==> src/rtl/adc_capture_ctrl.sv <==
// Triggered recorder for 8x12-bit ADC frames: arm, trigger, optional delay, decimated
// capture of sign-extended 16-bit channels into 128-bit RAM words.
module adc_capture_ctrl #(
    parameter int ADDR_W     = 14,
    parameter bit OFFSET_BIN = 1'b1
) (
    input  logic              frame_clk,
    input  logic              reset,
    input  logic [95:0]       data_in,
    input  logic              arm,
    input  logic              trigger,
    input  logic              abort,
    input  logic [15:0]       delay,
    input  logic [ADDR_W:0]   rec_len,
    input  logic [3:0]        decim,
    output logic              wr_en,
    output logic [ADDR_W-1:0] wr_addr,
    output logic [127:0]      wr_data,
    output logic              armed,
    output logic              busy,
    output logic              done,
    output logic [ADDR_W:0]   words_written
);

    localparam logic [ADDR_W:0] MAX_LEN = {1'b1, {ADDR_W{1'b0}}};

    typedef enum logic [2:0] {
        ST_IDLE,
        ST_ARMED,
        ST_DELAY,
        ST_RECORD,
        ST_DONE
    } state_t;

    state_t          state_reg;
    logic [15:0]     delay_reg;
    logic [15:0]     dly_cnt_reg;
    logic [ADDR_W:0] len_reg;
    logic [3:0]      decim_reg;
    logic [3:0]      dec_cnt_reg;
    logic [127:0]    fmt_data;

    // Offset binary becomes two's complement by flipping the MSB before sign extension.
    generate
        for (genvar gi = 0; gi < 8; gi++) begin : g_fmt
            logic [11:0] x_slice;
            assign x_slice = data_in[12*gi +: 12] ^ {OFFSET_BIN, 11'b0};
            assign fmt_data[16*gi +: 16] = {{4{x_slice[11]}}, x_slice};
        end
    endgenerate

    always_ff @(posedge frame_clk or posedge reset) begin
        if (reset) begin
            state_reg     <= ST_IDLE;
            delay_reg     <= '0;
            len_reg       <= '0;
            decim_reg     <= '0;
            dly_cnt_reg   <= '0;
            dec_cnt_reg   <= '0;
            wr_en         <= 1'b0;
            wr_addr       <= '0;
            wr_data       <= '0;
            armed         <= 1'b0;
            busy          <= 1'b0;
            done          <= 1'b0;
            words_written <= '0;
        end else begin
            wr_en <= 1'b0;
            if (abort) begin
                // Dropping the capture here also cancels the write it would have produced.
                state_reg <= ST_IDLE;
                armed     <= 1'b0;
                busy      <= 1'b0;
                done      <= 1'b0;
            end else begin
                case (state_reg)
                    ST_IDLE, ST_DONE: begin
                        if (arm) begin
                            delay_reg     <= delay;
                            decim_reg     <= decim;
                            len_reg       <= (rec_len > MAX_LEN) ? MAX_LEN : rec_len;
                            words_written <= '0;
                            state_reg     <= ST_ARMED;
                            armed         <= 1'b1;
                            done          <= 1'b0;
                        end
                    end
                    ST_ARMED: begin
                        if (trigger) begin
                            armed       <= 1'b0;
                            dly_cnt_reg <= 16'd1;
                            dec_cnt_reg <= '0;
                            if (len_reg == '0) begin
                                state_reg <= ST_DONE;
                                done      <= 1'b1;
                            end else begin
                                busy      <= 1'b1;
                                state_reg <= (delay_reg != '0) ? ST_DELAY : ST_RECORD;
                            end
                        end
                    end
                    ST_DELAY: begin
                        if (dly_cnt_reg == delay_reg) begin
                            state_reg <= ST_RECORD;
                        end else begin
                            dly_cnt_reg <= dly_cnt_reg + 16'd1;
                        end
                    end
                    ST_RECORD: begin
                        dec_cnt_reg <= (dec_cnt_reg == decim_reg) ? 4'd0 : dec_cnt_reg + 4'd1;
                        if (dec_cnt_reg == 4'd0) begin
                            wr_en         <= 1'b1;
                            wr_addr       <= words_written[ADDR_W-1:0];
                            wr_data       <= fmt_data;
                            words_written <= words_written + 1'b1;
                            // The final capture lands in DONE together with its write strobe.
                            if (words_written + 1'b1 == len_reg) begin
                                state_reg <= ST_DONE;
                                busy      <= 1'b0;
                                done      <= 1'b1;
                            end
                        end
                    end
                    default: state_reg <= ST_IDLE;
                endcase
            end
        end
    end

endmodule

==> config.mk <==
export PLATFORM = sky130hd
export DESIGN_NAME = adc_capture_ctrl
export DESIGN_NICKNAME = d
export VERILOG_FILES = /design/src/rtl/adc_capture_ctrl.sv
export SDC_FILE = /design/constraint.sdc
export NUM_CORES = 1
export LEC_CHECK = 0
export CAP_MARGIN = 25
export CORE_AREA = 2 2 150 152
export DETAILED_ROUTE_END_ITERATION = 7
export DIE_AREA = 0 0 152 154
export PLACE_DENSITY = 0.71
export RECOVER_POWER = 50
export SLEW_MARGIN = 20
export SYNTH_ARGS = -nofsm -noshare
export SYNTH_HDL_FRONTEND = slang
export SYNTH_SLANG_ARGS = --single-unit
==> constraint.sdc <==
create_clock -name frame_clk -period 6.6 [get_ports frame_clk]
set_clock_uncertainty 0.1 [all_clocks]
set_input_delay 0.99 -clock frame_clk [delete_from_list [all_inputs] [get_ports frame_clk]]
set_output_delay 0.99 -clock frame_clk [all_outputs]
set_load 0.1 [all_outputs]
==> metrics.csv <==
stage,metric,value,unit
floorplanning,Starting Density,39.7,%
yosys,Compound-Gate Fraction of Synth Area,8.48,%
timing,setup tns final,0,ps
yosys,Synth Area per Inst,9.30,µm²
routing,vias per cell,5.00,
routing,"antenna viol nets, final",0,
layout,Nets,1309,
cts,CTS buffer count,17,
setup_path,critical path data arrival time,4700,ps
yosys,Post-Syn Nets,1065,
global_routing,initial antenna violation count,5,
yosys,Yosys warnings,0,
layout,max reg flops,96,
worst_hold_path,worst min path class,reg2reg,
setup_path,crit end category,async pin,
yosys,Syn Inst Count,925,
outcome,status,finished with violations,
setup_path,Max Fanout on Critical Path,132,
global_routing,Tot GR Track Use,20.5,%
yosys,Synth async-reset ratio,100,%
timing,worst slew pin tran,2800,ps
yosys,Mapped Area,8610,µm²
placement,DP HPWL,17000,µm
setup_path,cell family with most CP delay,buffers and inverters,
global_routing,largest net degree at the start of global routing,133,
outcome,failing checks,"max-capacitance violations, max-slew violations",
routing,DR WL/cell,16.3,µm
setup_path,CP Data Required Time,6800,ps
floorplanning,DIE HEIGHT,154,µm
cts,CTS tree,yes,
setup_path,crit path max-delay cell type,clkinvlp_4,
cts,setup bufs post-CTS,0,
yosys,largest family of logic cells by synthesized area,simple AND/OR/NAND/NOR gates,
placement,Inst Count DP,1430,
routing,Iteration-0 DRC Markers,483,
floorplanning,Std-Cell Rows,54,
cts,post-CTS sizing,0,
global_routing,total gr overflow,0,
yosys,Post-synth EDFFs,0,
layout,Syn-to-layout area delta,40.6,%
timing,endpoints failing setup,0,
cts,Worst-path clk slew,70,ps
routing,Detailed Route WL,23800,µm
yosys,simple-gate share of the synthesized area,23.8,%
cts,cts hold-fix bufs,0,
global_routing,vias in the first global route,7067,
floorplanning,Die Span X,152,µm
cts,H-tree levels,4,
cts,Clock Root Buffer,clkbuf_16,
routing,Pre-antenna DRT Iters,4,
floorplanning,Ports,297,
setup_path,critical-path cell list,"dlygate4sd3_1, clkinvlp_4, clkbuf_2",
yosys,mux share of post-synthesis cell area,2.99,%
cts,maximum clock path buffer count,2,
setup_path,Bufs and invs on worst path,3,
timing,hold slack,367,ps
yosys,Synth cell types,60,
floorplanning,core footprint,21700,µm²
timing,RSZ-0062 raised after global routing,false,
timing,Final Cycle Share,68.2,%
yosys,post-synthesis sequential element count,187,
cts,clock sinks,187,
floorplanning,die footprint,23400,µm²
yosys,Synth Area in XOR/XNOR,4.17,%
placement,RePlAce Congestion,0.803,
yosys,fraction of the mapped netlist area in adder cells,0.581,%
yosys,"Seq/Total Area, Yosys",54.4,%
cts,"Clk Latency, worst-skew pair",430,ps
routing,DRC Markers,0,
placement,I/O Buffers,296,
setup_path,critical setup path kind,in2async,
layout,share of layout cells above drive strength 1,6.51,%
global_routing,first-pass GRT wire length,38600,µm
job,max-cap check violation count,2,
yosys,Post-synth top flop,dfrtp_1,
timing,Rel. slew slack,-86.5,%
timing,max frequency,222,MHz
layout,non-filler cells in the finished layout,1464,
timing,final hold violations,0,
setup_path,CP max stage delay,1750,ps
routing,vias,7315,
setup_path,critical path launch point type,input port,
timing,Final Max Slew Viols,171,
timing,Period minus WS final,4500,ps
## metal layers
layer  GRT usage (%)  share of wire [%]
met4            6.81                2.4
met3            6.99                7.3
met5               0               0.19
met2            34.0                 49
met1            25.1                 41
## worst reg2reg max path, stage by stage, from the launching register on
cell and delay (ps):
dfrtp_1 560, ha_1 380, nand3_4 180, nor4_1 600
xnor2_1 180, nand4_1 90, nor4_1 1010, nand2_1 160
a22oi_2 210
## stage by stage
| stage | utilization (%) | setup slack, ps | instance area [µm²] |
|---|---|---|---|
| 5_1_grt | 55.8 | 1330 | 12100 |
| 6_report | 55.8 | 2100 | 12100 |
| 4_1_cts | 55.9 | 2790 | 12100 |
| 2_1_floorplan | - | 425 | 8610 |
| 3_5_place_dp | 53.3 | 2360 | 11600 |
| 3_3_place_gp | 53.3 | 2450 | 11600 |
## logic make-up (layout without fill, tap and decap cells)
family                   count (synthesis)  in the layout
AND/OR/NAND/NOR                        465            465
flip-flops                             187            187
AO/OA/AOI/OAI                          114            114
buffers and inverters                   91            348
XOR/XNOR                                41             41
multiplexers                            23             23
adder cells (fa/ha/maj)                  4              4
other                                    0              2
## worst paths after layout
check                                  from               end  slack, ps  depth (start not counted)
max                                   reset       wr_data[15]       2100                          3
min                             wr_data[86]       wr_data[86]        370                          2
max reg2reg                words_written[0]      state_reg[2]       3060                          8
min reg2reg                     wr_data[86]       wr_data[86]        370                          2
max in group frame_clk                abort  words_written[7]       2830                          8
min in group asynchronous             reset       wr_data[57]       1840                          2
## placed cells by master, fill, tap and decap left out, drive strengths merged, types with 4 or more instances in the layout
cell / n
nand2: 341
clkdlybuf4s50: 265
dfrtp: 187
o21ai: 48
nor2: 32
dlygate4sd3: 31
xnor2: 29
a21oi: 24
clkbuf: 23
mux2: 22
inv: 20
a22o: 13
nor4: 13
nand4: 13
nand3: 13
xor2: 12
or3: 12
nor3: 11
and2: 6
nand2b: 5
o31ai: 5
a211oi: 4
ha: 4
nor3b: 4
## synthesized netlist by cell type (4+ instances only)
cell type / instances / area share [%]
a211oi_1: 4 / 0.35
a21oi_1: 23 / 1.3
a22o_1: 13 / 1.3
and2_1: 5 / 0.36
buf_1: 5 / 0.22
buf_2: 4 / 0.23
buf_4: 33 / 2.9
clkbuf_1: 33 / 1.4
dfrtp_1: 187 / 54
ha_1: 4 / 0.58
inv_1: 14 / 0.61
mux2_2: 22 / 2.9
nand2_1: 341 / 15
nand2b_1: 5 / 0.36
nand3_1: 12 / 0.70
nand4_1: 12 / 0.87
nor2_1: 31 / 1.4
nor3_1: 11 / 0.64
nor4_1: 11 / 0.80
o21ai_0: 48 / 2.8
o31ai_1: 5 / 0.44
or3_1: 11 / 0.80
xnor2_1: 29 / 3.0
xor2_1: 12 / 1.2
## area by class of cell
| cell class | instances | area, µm² |
|---|---|---|
| Antenna cell | 2 | 5.00 |
| Clock buffer | 20 | 447 |
| Clock inverter | 12 | 129 |
| Fill cell | 1926 | 9590 |
| Inverter | 14 | 58.8 |
| Multi-Input combinational cell | 647 | 3430 |
| Sequential cell | 187 | 4680 |
| Tap cell | 280 | 350 |
| Timing Repair Buffer | 302 | 3000 |
Power is not shown: default switching activity piles up to over one toggle a cycle in this logic, so the estimate is an artifact.
